## config.mk

```make
export PLATFORM = sky130hd
export DESIGN_NAME = cell_sample_framer
export DESIGN_NICKNAME = d
export VERILOG_FILES = /design/src/rtl/cell_sample_framer.sv
export SDC_FILE = /design/constraint.sdc
export NUM_CORES = 1
export LEC_CHECK = 0
export ABC_CLOCK_PERIOD_IN_PS = 11200
export CORE_MARGIN = 4
export CORE_UTILIZATION = 54
export DETAILED_ROUTE_END_ITERATION = 6
export PLACE_DENSITY = 0.87
export SLEW_MARGIN = 20
export SYNTH_ARGS = -nofsm -noshare
export SYNTH_HDL_FRONTEND = slang
export SYNTH_SLANG_ARGS = --single-unit
```

## constraint.sdc

```tcl
create_clock -name clk -period 11.2 [get_ports clk]
set_clock_uncertainty 0.2 [all_clocks]
set_input_delay 3.36 -clock clk [delete_from_list [all_inputs] [get_ports clk]]
set_output_delay 3.36 -clock clk [all_outputs]
set_load 0.01 [all_outputs]
```

## src/rtl/cell_sample_framer.sv

```systemverilog
// ============================================================================
// cell_sample_framer
// ----------------------------------------------------------------------------
// Collects per-cell voltage samples from the multiplexed cell ADC. Each
// unsigned sample is converted to IEEE 754 single precision, and one complete
// frame of N_CELLS words is buffered for the downstream 4-input floating-point
// pack-voltage summing stage. The frame is handed over with a valid/ready
// handshake. Samples must arrive in strict channel order (0,1,2,3). Any
// out-of-order sample abandons the partial frame and pulses frame_err.
//
// Ports:
//   clk          in   sole clock, rising edge
//   rst          in   asynchronous, active-high reset
//   adc_valid    in   ADC sample present
//   adc_data     in   unsigned sample code, ADC_BITS wide
//   adc_ch       in   cell index of the sample (2 bits)
//   adc_ready    out  framer can accept a sample this cycle
//   frame_valid  out  complete frame available
//   frame_ready  in   downstream consumes the frame
//   frame_data   out  cell i float at bits [32*i+31:32*i]
//   frame_err    out  one-cycle pulse on a channel-order violation
//
// Parameters:
//   N_CELLS   cells per frame, fixed at 4 to match the summing stage
//   ADC_BITS  sample width, 1..24, so every code converts exactly
// ============================================================================
module cell_sample_framer #(
    parameter int N_CELLS  = 4,
    parameter int ADC_BITS = 16
) (
    input  logic                   clk,
    input  logic                   rst,
    input  logic                   adc_valid,
    input  logic [ADC_BITS-1:0]    adc_data,
    input  logic [1:0]             adc_ch,
    output logic                   adc_ready,
    output logic                   frame_valid,
    input  logic                   frame_ready,
    output logic [32*N_CELLS-1:0]  frame_data,
    output logic                   frame_err
);

    localparam logic [1:0] LAST_CH = 2'(N_CELLS - 1);

    typedef enum logic [1:0] {
        COLLECT = 2'd0,
        CONV    = 2'd1,
        PRESENT = 2'd2
    } state_t;

    state_t                 state;
    state_t                 state_next;
    logic [1:0]             exp_ch;
    logic [1:0]             exp_ch_next;
    logic [ADC_BITS-1:0]    cap_data;
    logic [1:0]             cap_ch;
    logic                   capture;
    logic                   slot_we;
    logic [1:0]             slot_idx;
    logic                   err_next;
    logic [31:0]            conv_word;
    logic [32*N_CELLS-1:0]  frame_q;
    logic                   err_q;

    // Unsigned integer to float. The sample is widened to 24 bits and the
    // leading one is shifted up to bit 23, which is the hidden bit. The 23
    // bits below it are then the mantissa, already left-justified and
    // zero-filled. The ADC is never wider than 24 bits, so no bit is lost
    // and no rounding is needed.
    function automatic logic [31:0] to_float(input logic [ADC_BITS-1:0] s);
        logic [23:0] ext;
        logic [23:0] norm;
        logic [4:0]  p;
        logic [7:0]  expo;
        ext = 24'(s);
        p   = '0;
        for (int i = 0; i < 24; i++) begin
            if (ext[i]) begin
                p = 5'(i);
            end
        end
        norm = ext << (5'd23 - p);
        expo = 8'd127 + 8'(p);
        if (ext == '0) begin
            return 32'h0000_0000;
        end
        return {1'b0, expo, norm[22:0]};
    endfunction

    assign conv_word = to_float(cap_data);

    // State register, expected-channel tracker and registered error pulse.
    always_ff @(posedge clk or posedge rst) begin
        if (rst) begin
            state  <= COLLECT;
            exp_ch <= '0;
            err_q  <= 1'b0;
        end else begin
            state  <= state_next;
            exp_ch <= exp_ch_next;
            err_q  <= err_next;
        end
    end

    // Sample capture and frame slot storage. Slots are only ever overwritten,
    // never cleared outside reset. A frame abandoned part-way therefore
    // leaves stale words behind. Every slot is rewritten before the next
    // frame can be presented.
    always_ff @(posedge clk or posedge rst) begin
        if (rst) begin
            cap_data <= '0;
            cap_ch   <= '0;
            frame_q  <= '0;
        end else begin
            if (capture) begin
                cap_data <= adc_data;
                cap_ch   <= adc_ch;
            end
            if (slot_we) begin
                frame_q[32*slot_idx +: 32] <= conv_word;
            end
        end
    end

    // Next-state logic. CONV always lasts exactly one cycle. During CONV the
    // captured channel is compared with the expected one. A stray channel 0
    // is treated as the start of a fresh frame rather than thrown away, so
    // the ADC can resynchronise without losing a sample.
    always_comb begin
        state_next  = state;
        exp_ch_next = exp_ch;
        capture     = 1'b0;
        slot_we     = 1'b0;
        slot_idx    = exp_ch;
        err_next    = 1'b0;
        case (state)
            COLLECT: begin
                if (adc_valid) begin
                    capture    = 1'b1;
                    state_next = CONV;
                end
            end
            CONV: begin
                if (cap_ch == exp_ch) begin
                    slot_we  = 1'b1;
                    slot_idx = exp_ch;
                    if (exp_ch == LAST_CH) begin
                        exp_ch_next = '0;
                        state_next  = PRESENT;
                    end else begin
                        exp_ch_next = exp_ch + 2'd1;
                        state_next  = COLLECT;
                    end
                end else begin
                    err_next   = 1'b1;
                    state_next = COLLECT;
                    if (cap_ch == 2'd0) begin
                        slot_we     = 1'b1;
                        slot_idx    = 2'd0;
                        exp_ch_next = 2'd1;
                    end else begin
                        exp_ch_next = 2'd0;
                    end
                end
            end
            PRESENT: begin
                if (frame_ready) begin
                    state_next = COLLECT;
                end
            end
            default: begin
                state_next  = COLLECT;
                exp_ch_next = '0;
            end
        endcase
    end

    assign adc_ready   = (state == COLLECT);
    assign frame_valid = (state == PRESENT);
    assign frame_data  = frame_q;
    assign frame_err   = err_q;

endmodule

```

==> impl_metrics.json <==
{
  "outcome": "finished, final reports clean",
  "max_freq_ghz": 0.1948,
  "antenna_found_initial": 0,
  "cts.sinks": 143,
  "clockPowerShare_pct": 34.9,
  "dp_hpwl_microns": 12940,
  "clk_latency_ps": 430,
  "crit_arrival_ps": 1570,
  "fillers": 773,
  "cp_max_fo": 6,
  "period_share_pct": 45.83,
  "start_util_pct": 56.05,
  "slew_viol_final": 0,
  "avgSynthCellArea_sq_um": 10.91,
  "synth_top_area_share_pct": 55.20,
  "num_vias": 5351,
  "crit_start": "state[0]",
  "yosysSeqAreaShare_pct": 55.20,
  "cts_buffers": 17,
  "crit_type": "flip-flop to output pin",
  "core_area_sq_um": 11560,
  "drt-total-wl_microns": 19030,
  "finalSetupTns_ps": 0,
  "synth_most_common_cell": "dfrtp_1",
  "drive_above_1_share_pct": 10.38,
  "cp-endpoint": "frame_valid",
  "drtPass1Iterations": 5,
  "cts_hold_buffers": 0,
  "die-area_sq_um": 13820,
  "start_kind": "flip-flop",
  "ys_types": 67,
  "drtIter0Drc": 527,
  "grtUsageTotal_pct": 27.63,
  "post_cts_buffers": 0,
  "vdd_drop_max_mv": 0.1379,
  "grt_overflow": 0,
  "cts_htree_levels": 4,
  "p_switching_mw": 0.5242,
  "synth_area_leaders": "dfrtp_1 (55%), a22o_1 (4.9%), nand2_1 (4.6%)",
  "die_x_microns": 117.6,
  "cts_tree": "built",
  "r2r_cells": 7,
  "p_leak_nw": 3.738,
  "reg2reg_from": "exp_ch[0]",
  "place_inst": 843,
  "syn_inst": 594,
  "io_buffers": 148,
  "area_growth_pct": 31.50,
  "synth_async_sr_flop_share_pct": 100.0,
  "worst_pin_slew_ps": 1125,
  "layout.cells.non_filler": 875,
  "synth_edf_count": 0,
  "ys_ff_latch": 143,
  "synth_warnings": 0,
  "drc_errors": 0,
  "hp-start": "frame_data[35]",
  "grt_pass1_vias": 5412,
  "switching_share_pct": 32.10,
  "via_per_inst": 6.115,
  "drv_cap": 0,
  "placed_cell_area_sq_um": 7928,
  "final-hold-violation-count": 0,
  "max_slew_margin_pct": 24.84,
  "n_antenna_cell": 0,
  "worst-r2r-setup-slack_ps": 7430,
  "hold_class": "flip-flop to flip-flop",
  "cts_resized": 0,
  "p_int_mw": 1.109,
  "finalCriticalPeriod_ps": 5133,
  "powerDensity_nw_per_um2": 191.6,
  "core.rowCount": 39,
  "pin_count": 153,
  "grt_max_degree": 81,
  "endpoint_kind": "output pin",
  "design_area_sq_um": 8524,
  "grt_pass1_wl_microns": 30310,
  "die_y_microns": 117.6,
  "routedWlPerCell_microns": 21.75,
  "cp.required_ps": 7640,
  "rsz0062_at_grt": "false",
  "synth_top_area_cell": "dfrtp_1",
  "yosys-top-cells-count": "dfrtp_1 (143), nand2_1 (79), a22o_1 (36), and2_1 (35), o21ai_0 (35)",
  "syn_area_sq_um": 6482,
  "pwr-share-seq_pct": 39.1,
  "r2r_end": "frame_data[14]",
  "setup_violations": 0,
  "synthFlopType": "dfrtp_1",
  "path_clk_slew_ps": 60,
  "final_nets": 749,
  "ant_nets": 0,
  "root_buffer": "clkbuf_16",
  "gp_congestion": 0.9316,
  "clockBufferDepth": 2,
  "pwr-share-comb_pct": 26.1
}
-- metal layers --
| metal | GRT usage [%] | routed length, microns |
|---|---|---|
| met1 | 35.65 | 7885 |
| met2 | 45.16 | 9339 |
| met3 | 8.121 | 1365 |
| met4 | 9.011 | 440 |
| met5 | 0 | 0 |
-- logic make-up after synthesis --
logic type / Yosys count / synth area share (%)
AND/OR/NAND/NOR: 188 / 15.04
buffers and inverters: 60 / 4.497
XOR/XNOR: 3 / 0.4054
other: 1 / 0.05785
multiplexers: 25 / 4.420
flip-flops: 143 / 55.20
adder cells (fa/ha/maj): 8 / 1.544
AO/OA/AOI/OAI: 166 / 18.84
-- flip-flops by register name, summed over array words and instances (netlist names) --
signal and flops:
frame_data 120, cap_data 16, cap_ch 2, exp_ch 2, state 2, frame_err 1
-- how the worst min path moves through the flow --
stage / to / slack (ps) / cells after the start
floorplan: exp_ch[1] / 300 / 1
global placement: frame_data[12] / 260 / 2
detailed placement: frame_data[36] / 270 / 1
CTS: frame_data[108] / 290 / 2
global route: frame_data[35] / 300 / 1
finish: frame_data[35] / 290 / 1
-- power groups by stage --
stage	combinational, mW	sequential [mW]	clock (mW)
6_report	0.426	0.638	0.569
2_1_floorplan	0.260	0.631	0
3_5_place_dp	0.419	0.642	0
3_3_place_gp	0.407	0.640	0
4_1_cts	0.424	0.635	0.571
5_1_grt	0.460	0.644	0.594
-- worst max-delay path, cell delays in order, from the launching register on --
cell,delay (ps)
dfrtp_1,420
nor2b_1,170
clkdlybuf4s50_1,560
-- cell type report --
| cell class | count | area, sq um | area share [%] |
|---|---|---|---|
| clock buffers | 23 | 488.0 | 5.724 |
| clock inverters | 9 | 106.4 | 1.248 |
| inverters | 14 | 57.56 | 0.6752 |
| multi-input cells | 394 | 2626 | 30.81 |
| flip-flops and latches | 143 | 3578 | 41.98 |
| well taps | 143 | 178.9 | 2.099 |
| repair buffers | 149 | 1489 | 17.47 |
-- metrics by stage --
stage                     power [mW]  worst slack, ps  hold slack [ps]  utilization (%)
after floorplan               0.8907             3802            304.1                -
after CTS                      1.630             6051            287.0            73.69
after global placement         1.047             5776            261.0            68.55
final                          1.633             6067            286.9            73.71
after detailed placement       1.061             5684            269.8            68.55
after global routing           1.698             5885            297.4            73.71
-- layout by cell type (no fill, tap or decap), types with 8 or more instances in the layout --
| cell | count |
|---|---|
| mux2_2 | 16 |
| o31ai_1 | 12 |
| ha_1 | 8 |
| clkdlybuf4s50_1 | 148 |
| a22o_1 | 36 |
| clkbuf_16 | 17 |
| and2_1 | 35 |
| o21ai_0 | 35 |
| o21ai_1 | 23 |
| dfrtp_1 | 143 |
| nand2_1 | 78 |
| nor2b_1 | 8 |
| inv_1 | 11 |
| a21oi_1 | 9 |
| nor2_1 | 24 |
(Power assumes the default switching activity.)
